==> src/rtl/rv_pkg.sv <==
// Shared RV32IM core types and constants, including the instruction fetch
// FSM state, fetch buffer entry and fetch helper functions.
package rv_pkg;

  localparam int XLEN            = 32;
  localparam int FETCH_DEPTH_DEF = 2;

  localparam logic [XLEN-1:0] PC_ALIGN_MASK = 32'hFFFF_FFFC;
  localparam logic [XLEN-1:0] PC_STEP       = 32'h0000_0004;

  typedef enum logic [1:0] {
    FETCH_IDLE = 2'd0,
    FETCH_REQ  = 2'd1,
    FETCH_GAP  = 2'd2,
    FETCH_ERR  = 2'd3
  } fetch_state_t;

  typedef struct packed {
    logic [XLEN-1:0] pc;
    logic [XLEN-1:0] instr;
  } fetch_entry_t;

  // Sequential PC step; wraps naturally at the top of the address space.
  function automatic logic [XLEN-1:0] pc_next(input logic [XLEN-1:0] pc);
    return pc + PC_STEP;
  endfunction

  function automatic logic [XLEN-1:0] pc_align(input logic [XLEN-1:0] pc);
    return pc & PC_ALIGN_MASK;
  endfunction

endpackage

==> src/rtl/rv_fetch_if.sv <==
// Fetch unit bus: ROM request/response, decode handshake and redirect.
// fetch_err_o exists only when RV_FETCH_ALIGN_CHECK_EN is defined.
interface rv_fetch_if;
  import rv_pkg::*;

  logic            instr_req_o;
  logic [XLEN-1:0] instr_addr_o;
  logic            instr_rvalid_i;
  logic [XLEN-1:0] instr_rdata_i;
  logic            fetch_valid_o;
  logic [XLEN-1:0] fetch_instr_o;
  logic [XLEN-1:0] fetch_pc_o;
  logic            fetch_ready_i;
  logic            redirect_i;
  logic [XLEN-1:0] redirect_pc_i;
`ifdef RV_FETCH_ALIGN_CHECK_EN
  logic            fetch_err_o;
`endif

  modport master (
    output instr_req_o, instr_addr_o,
    input  instr_rvalid_i, instr_rdata_i,
    output fetch_valid_o, fetch_instr_o, fetch_pc_o,
    input  fetch_ready_i, redirect_i, redirect_pc_i
`ifdef RV_FETCH_ALIGN_CHECK_EN
    , output fetch_err_o
`endif
  );

  modport slave (
    input  instr_req_o, instr_addr_o,
    output instr_rvalid_i, instr_rdata_i,
    input  fetch_valid_o, fetch_instr_o, fetch_pc_o,
    output fetch_ready_i, redirect_i, redirect_pc_i
`ifdef RV_FETCH_ALIGN_CHECK_EN
    , input fetch_err_o
`endif
  );

endinterface

==> src/rtl/rv_fetch_fifo.sv <==
// Instruction buffer of fetch_entry_t with synchronous flush. Pointers carry
// an extra wrap bit so full and empty are distinguishable.
module rv_fetch_fifo
  import rv_pkg::*;
#(
  parameter int DEPTH = FETCH_DEPTH_DEF
) (
  input  logic         clk_i,
  input  logic         arstn_i,
  input  logic         flush_i,
  input  logic         push_i,
  input  fetch_entry_t entry_i,
  input  logic         pop_i,
  output fetch_entry_t head_o,
  output logic         full_o,
  output logic         empty_o,
  output logic [$clog2(DEPTH):0] count_o
);

  localparam int AW = $clog2(DEPTH);
  localparam logic [AW:0] DEPTH_C = (AW+1)'(DEPTH);
  localparam logic [AW:0] ONE_C   = (AW+1)'(1);

  logic [AW:0]  wr_q, wr_d, rd_q, rd_d;
  logic [AW:0]  count_s;
  logic         push_ok_s, pop_ok_s;
  fetch_entry_t mem_q [DEPTH];

  assign count_s   = wr_q - rd_q;
  assign empty_o   = (count_s == '0);
  assign full_o    = (count_s == DEPTH_C);
  assign count_o   = count_s;
  // A full buffer still accepts a push when the head leaves in the same cycle.
  assign pop_ok_s  = pop_i && !empty_o;
  assign push_ok_s = push_i && (!full_o || pop_ok_s);
  assign head_o    = empty_o ? '0 : mem_q[rd_q[AW-1:0]];

  always_comb begin
    wr_d = wr_q;
    rd_d = rd_q;
    if (flush_i) begin
      wr_d = '0;
      rd_d = '0;
    end else begin
      if (push_ok_s) wr_d = wr_q + ONE_C;
      else           wr_d = wr_q;
      if (pop_ok_s)  rd_d = rd_q + ONE_C;
      else           rd_d = rd_q;
    end
  end

  always_ff @(posedge clk_i or negedge arstn_i) begin
    if (!arstn_i) begin
      wr_q <= '0;
      rd_q <= '0;
    end else begin
      wr_q <= wr_d;
      rd_q <= rd_d;
    end
  end

  always_ff @(posedge clk_i) begin
    if (push_ok_s && !flush_i) mem_q[wr_q[AW-1:0]] <= entry_i;
  end

endmodule

==> src/rtl/rv_fetch.sv <==
// RV32IM instruction fetch: PC, single-outstanding ROM requests, redirects.
// Optional misaligned-redirect trapping via RV_FETCH_ALIGN_CHECK_EN.
module rv_fetch
  import rv_pkg::*;
#(
  parameter logic [XLEN-1:0] BOOT_ADDR  = 32'h0000_0000,
  parameter int              FIFO_DEPTH = FETCH_DEPTH_DEF
) (
  input  logic        clk_i,
  input  logic        arstn_i,
  rv_fetch_if.master  bus
);

  localparam int          AW      = $clog2(FIFO_DEPTH);
  localparam logic [AW:0] DEPTH_C = (AW+1)'(FIFO_DEPTH);

  fetch_state_t    state_q, state_d;
  logic [XLEN-1:0] pc_q, pc_d;
  logic            push_s, pop_s, flush_s;
  logic            full_s, empty_s;
  logic [AW:0]     count_s;
  fetch_entry_t    entry_s, head_s;

  assign entry_s = '{pc: pc_q, instr: bus.instr_rdata_i};
  // A redirect discards the head, so decode must not see its pop honoured.
  assign pop_s   = !empty_s && bus.fetch_ready_i && !bus.redirect_i;

  rv_fetch_fifo #(.DEPTH(FIFO_DEPTH)) u_fifo (
    .clk_i   (clk_i),
    .arstn_i (arstn_i),
    .flush_i (flush_s),
    .push_i  (push_s),
    .entry_i (entry_s),
    .pop_i   (pop_s),
    .head_o  (head_s),
    .full_o  (full_s),
    .empty_o (empty_s),
    .count_o (count_s)
  );

  always_comb begin
    state_d = state_q;
    pc_d    = pc_q;
    push_s  = 1'b0;
    flush_s = 1'b0;
    if (bus.redirect_i) begin
      flush_s = 1'b1;
      pc_d    = pc_align(bus.redirect_pc_i);
`ifdef RV_FETCH_ALIGN_CHECK_EN
      if (bus.redirect_pc_i[1:0] != 2'b00) state_d = FETCH_ERR;
      else if (state_q == FETCH_REQ)       state_d = FETCH_GAP;
      else                                 state_d = FETCH_IDLE;
`else
      if (state_q == FETCH_REQ) state_d = FETCH_GAP;
      else                      state_d = FETCH_IDLE;
`endif
    end else begin
      case (state_q)
        FETCH_IDLE: begin
          if (count_s < DEPTH_C) state_d = FETCH_REQ;
          else                   state_d = FETCH_IDLE;
        end
        FETCH_REQ: begin
          if (bus.instr_rvalid_i && !full_s) begin
            push_s  = 1'b1;
            pc_d    = pc_next(pc_q);
            state_d = FETCH_GAP;
          end else begin
            state_d = FETCH_REQ;
          end
        end
        // The ROM needs req low for a cycle to restart its valid delay.
        FETCH_GAP: state_d = FETCH_IDLE;
`ifdef RV_FETCH_ALIGN_CHECK_EN
        FETCH_ERR: state_d = FETCH_ERR;
`endif
        default:   state_d = FETCH_IDLE;
      endcase
    end
  end

  always_ff @(posedge clk_i or negedge arstn_i) begin
    if (!arstn_i) begin
      state_q <= FETCH_IDLE;
      pc_q    <= BOOT_ADDR;
    end else begin
      state_q <= state_d;
      pc_q    <= pc_d;
    end
  end

  assign bus.instr_req_o   = (state_q == FETCH_REQ);
  assign bus.instr_addr_o  = pc_q;
  assign bus.fetch_valid_o = !empty_s;
  assign bus.fetch_instr_o = head_s.instr;
  assign bus.fetch_pc_o    = head_s.pc;
`ifdef RV_FETCH_ALIGN_CHECK_EN
  assign bus.fetch_err_o   = (state_q == FETCH_ERR);
`endif

endmodule

==> src/flat_wrapper.sv <==
// flat-port wrapper written by rule: the top's interface ports become plain ports
module rv_fetch_flat import rv_pkg::*;
#(
  parameter logic [XLEN-1:0] BOOT_ADDR  = 32'h0000_0000,
  parameter int              FIFO_DEPTH = FETCH_DEPTH_DEF
)
  (clk_i, arstn_i, bus_instr_req_o, bus_instr_addr_o, bus_instr_rvalid_i, bus_instr_rdata_i, bus_fetch_valid_o, bus_fetch_instr_o, bus_fetch_pc_o, bus_fetch_ready_i, bus_redirect_i, bus_redirect_pc_i);
  rv_fetch_if bus_i ();
  input  logic clk_i;
  input  logic arstn_i;
  output wire logic [$bits(bus_i.instr_req_o)-1:0] bus_instr_req_o;
  output wire logic [$bits(bus_i.instr_addr_o)-1:0] bus_instr_addr_o;
  input wire logic [$bits(bus_i.instr_rvalid_i)-1:0] bus_instr_rvalid_i;
  input wire logic [$bits(bus_i.instr_rdata_i)-1:0] bus_instr_rdata_i;
  output wire logic [$bits(bus_i.fetch_valid_o)-1:0] bus_fetch_valid_o;
  output wire logic [$bits(bus_i.fetch_instr_o)-1:0] bus_fetch_instr_o;
  output wire logic [$bits(bus_i.fetch_pc_o)-1:0] bus_fetch_pc_o;
  input wire logic [$bits(bus_i.fetch_ready_i)-1:0] bus_fetch_ready_i;
  input wire logic [$bits(bus_i.redirect_i)-1:0] bus_redirect_i;
  input wire logic [$bits(bus_i.redirect_pc_i)-1:0] bus_redirect_pc_i;
  assign bus_instr_req_o = bus_i.instr_req_o;
  assign bus_instr_addr_o = bus_i.instr_addr_o;
  assign bus_i.instr_rvalid_i = bus_instr_rvalid_i;
  assign bus_i.instr_rdata_i = bus_instr_rdata_i;
  assign bus_fetch_valid_o = bus_i.fetch_valid_o;
  assign bus_fetch_instr_o = bus_i.fetch_instr_o;
  assign bus_fetch_pc_o = bus_i.fetch_pc_o;
  assign bus_i.fetch_ready_i = bus_fetch_ready_i;
  assign bus_i.redirect_i = bus_redirect_i;
  assign bus_i.redirect_pc_i = bus_redirect_pc_i;
  rv_fetch #(.BOOT_ADDR(BOOT_ADDR), .FIFO_DEPTH(FIFO_DEPTH)) u_core (.clk_i(clk_i), .arstn_i(arstn_i), .bus(bus_i));
endmodule
==> config.mk <==
export PLATFORM = sky130hd
export DESIGN_NAME = rv_fetch_flat
export DESIGN_NICKNAME = d
export VERILOG_FILES = /design/src/rtl/rv_pkg.sv /design/src/rtl/rv_fetch_if.sv /design/src/rtl/rv_fetch_fifo.sv /design/src/rtl/rv_fetch.sv /design/src/flat_wrapper.sv
export SDC_FILE = /design/constraint.sdc
export NUM_CORES = 1
export LEC_CHECK = 0
export CORE_MARGIN = 4
export CORE_UTILIZATION = 36
export DETAILED_ROUTE_END_ITERATION = 6
export HOLD_SLACK_MARGIN = 0.08
export SETUP_SLACK_MARGIN = 0.3
export SYNTH_ARGS = -nofsm -noshare
export SYNTH_HDL_FRONTEND = slang
export SYNTH_SLANG_ARGS = --single-unit
==> constraint.sdc <==
create_clock -name clk_i -period 6.71 [get_ports clk_i]
set_input_delay 1.0065 -clock clk_i [delete_from_list [all_inputs] [get_ports clk_i]]
set_output_delay 1.0065 -clock clk_i [all_outputs]
set_load 0.02 [all_outputs]
==> impl_results.md <==
- Run status: complete, no violations
- Post-synthesis instance area: about 6700 sq um
- Number of H-tree branching levels: 4
- Number of top-level pins: approximately 170
- I/O Buffers: 160
- Sinks on the clock net: 160
- Unrepaired setup endpoints after global routing: false
- Count of final hold-check violations: 0
- Max FO, Critical Path: 36
- Clk_skew: 0.00832 ns
- Data required time at the worst endpoint: 5.70 ns
- WS Path Type: reg -> out
- Starting DRC count in detailed routing: 138
- Wire length of the first global-routing pass: ~24,000 um
- Count of warnings emitted by yosys: 0
- Min setup slack post-route: 2.11 ns
- Core footprint: 18,200 sq um
- Worst slack, placed: roughly 2.5 ns
- Worst-path clk slew: 0.07 ns
- Slew Limit Fails: 0
- GR Overflow Total: 0
- Post-CTS setup buffer count: 0
- Area added between synthesis and finish: 36.6%
- Cell type with the largest total area after synthesis: edfxtp_1
- Setup TNS after final layout: 0 ns
- Share of flip-flops with an asynchronous set or reset after synthesis: 22.5%
- Total via count after detailed routing: 4,371
- Fillcell total: 1,587
- Count of unresolved DRC violations after routing: 0
- Type of origin of the critical path: flip-flop
- Fmax: 217 MHz
- Final cell count without fillers: 895
- Gp weighted congestion: 0.762
- Gate count after technology mapping: 490
- Count of flip-flops with a built-in enable after synthesis: 124
- Antenna violations before repair: 0
- Layout cells sized above 1: 8.41%
- Die ar.: 21,000 sq um
- HPWL after detailed placement: between 10,000 and 15,000 um
- Tmin final: 4.60 ns
- Post-CTS Hold Fix Bufs: 0
- Remaining antenna violation count: 0
- Overall routing resource usage: ~15%
- Fraction of synthesized cell area taken by the top area cell type: 55.2%
- Number of CTS-inserted buffers: 17
- TritonCTS clock tree: built
- Detailed Route WL: around 16,000 um
- Initial standard-cell utilization of the core: 37.1%
- Number of optimization iterations in the first detailed-route pass: 4
- Cell at the root of the clock tree: clkbuf_16
- Flip-flop and latch count after synthesis: 160
- Hold Crit Class: reg -> reg
- Source-to-sink clock delay at the later pin of the worst-skew pair: ~0.42 ns
- Hold depth: 1
- Leakage dissipation: 3.11 nW
- PD cells: 337 nW/um^2
- Actual slew at the worst max-slew pin: 0.955 ns
- Pin count of the biggest net entering global routing: 67
- Crit path arrival time: 3.59 ns
- Worst VDD drop: 0.215 mV
- Number of global-route vias before repair: 4,372
- Final layout net count: slightly above 700
- Die span in y: 145 um
- Inserted Diodes: 0
- Most area-consuming cells after synthesis: edfxtp_1, dfrtp_1, mux2i_1, nor2_1, xor2_1
- MaxCap Viol Count: 0
- Maximum buffer depth of the clock tree: 2
- Horizontal extent of the die: approximately 140 um
- Post-route fraction of the period consumed by the critical path: between 60% and 70%
- Dominant register cell in the synthesized netlist: edfxtp_1
- Number of distinct library cells after synthesis: 41
- Capturing element type of the critical path: primary output
- # rows: 49
- Placed instance count: about 860
- Setup Viol. Count Final: 0
- Share of synthesized area occupied by flip-flops and latches: between 60% and 70%
- Number of gates resized after CTS: 0
- DR vias/cell: 4.88
- Slew headroom: 36.2%
- Avg Inst Size Synth: 13.8 sq um
- Depth of the most critical reg-to-reg path: 4
- Drt wl/cell: roughly 18 um
==> power by group <==
part           total, W  internal [W]  switching (W)
sequential      0.00121       0.00114      0.0000692
combinational  0.000916      0.000414       0.000501
clock          0.000987      0.000590       0.000397
total           0.00311       0.00214       0.000968
==> metal layers <==
metal / wire [um] / vias up / part of all wire, % / global-route usage, %
met1: 7010 / 2114 / 44 / 19.6
met5: 0 / - / 0 / 0
met4: 423 / 0 / 2.7 / 6.73
met3: 945 / 29 / 6.0 / 3.84
li1: - / 2095 / - / -
met2: 7490 / 133 / 47 / 24.0
==> logic make-up (layout without fill, tap and decap cells) <==
kind of cell / Yosys count / in the layout / synth area share, %
AOI/OAI and AO/OA: 33 / 33 / 3.19
xor gates and xnor gates: 34 / 34 / 4.53
adders and majority gates: 2 / 2 / 0.371
buffers and inverters: 29 / 202 / 1.84
DFF: 160 / 160 / 68.5
muxes: 68 / 68 / 10.2
other: 1 / 4 / 0.0556
and+or+nand+nor: 163 / 163 / 11.3
==> final cells by class <==
type                       count  area [sq um]  share of cell area (%)
clock inverter                15           184                    2.00
inverter                       4          15.0                   0.163
tap                          229           287                    3.11
timing repair buffer         166          1640                    17.8
sequential                   160          4630                    50.2
clock buffer                  17           425                    4.62
multi-input combinational    304          2040                    22.1
==> layout by cell type (no fill, tap or decap), types with 2 or more instances in the layout <==
master / count
a22oi_1: 2
and3_1: 4
buf_2: 2
buf_4: 6
bufinv_16: 3
clkbuf_16: 17
clkdlybuf4s50_1: 158
clkinv_2: 2
clkinv_4: 3
clkinvlp_4: 3
conb_1: 4
dfrtp_1: 35
edfxtp_1: 124
ha_1: 2
inv_1: 4
inv_8: 2
mux2_2: 4
mux2i_1: 64
nand2_1: 38
nand3_1: 13
nand4_1: 12
nor2_1: 72
nor2b_1: 3
nor3_1: 5
nor3b_4: 2
nor4_1: 2
o21ai_0: 24
xnor2_1: 15
xor2_1: 18
==> worst max-delay path: stages (launching register included) <==
cell,delay (ns)
dfrtp_4,0.65
ha_1,0.51
inv_1,0.12
nor2_4,0.76
buf_4,0.46
nor2_1,0.10
clkdlybuf4s50_1,0.55
==> registers in the layout, summed over array words and instances, names as in the netlist <==
signal,count
u_core.state_q,2
u_core.bus.instr_addr_o,30
u_core.u_fifo.wr_q,2
u_core.u_fifo.rd_q,2
u_core.u_fifo.mem_q,124
==> per-stage QoR <==
stage                     power, W  hold slack (ns)  util, %  cell area [sq um]
after floorplan            0.00171            0.446        -               6770
after global placement     0.00214            0.470     47.3               8610
after detailed placement   0.00216            0.495     47.3               8610
after CTS                  0.00315            0.489     50.6               9220
after global routing       0.00326            0.512     50.6               9220
final                      0.00311            0.492     50.6               9220
==> path summary, 6_finish.rpt <==
path                                                    from                                 endpoint  slack (ns)
setup reg to reg           u_core.u_fifo.rd_q[0]$_DFFE_PN0P_     u_core.u_fifo.mem_q[1][60]$_DFFE_PP_        3.16
max in group asynchronous                            arstn_i        u_core.u_fifo.rd_q[0]$_DFFE_PN0P_        5.32
hold / removal                   u_core.state_q[1]$_DFF_PN0_              u_core.state_q[0]$_DFF_PN0_        0.49
hold reg to reg                  u_core.state_q[1]$_DFF_PN0_              u_core.state_q[0]$_DFF_PN0_        0.49
setup / recovery           u_core.u_fifo.rd_q[0]$_DFFE_PN0P_                     bus_fetch_instr_o[3]        2.11
min in group asynchronous                            arstn_i  u_core.bus.instr_addr_o[31]$_DFFE_PN0P_        0.72
==> synthesized netlist by cell type, drive strengths merged, types with 2 or more instances <==
master,count
edfxtp,124
nor2,73
mux2i,64
nand2,38
dfrtp,36
o21ai,25
clkbuf,21
xor2,19
xnor2,15
nand3,14
nand4,12
and3,5
nor3,5
buf,4
inv,4
mux2,4
nor4,4
nor2b,3
a2111oi,2
a22oi,2
ha,2
nor3b,2
or4,2
(Power assumes the default switching activity.)
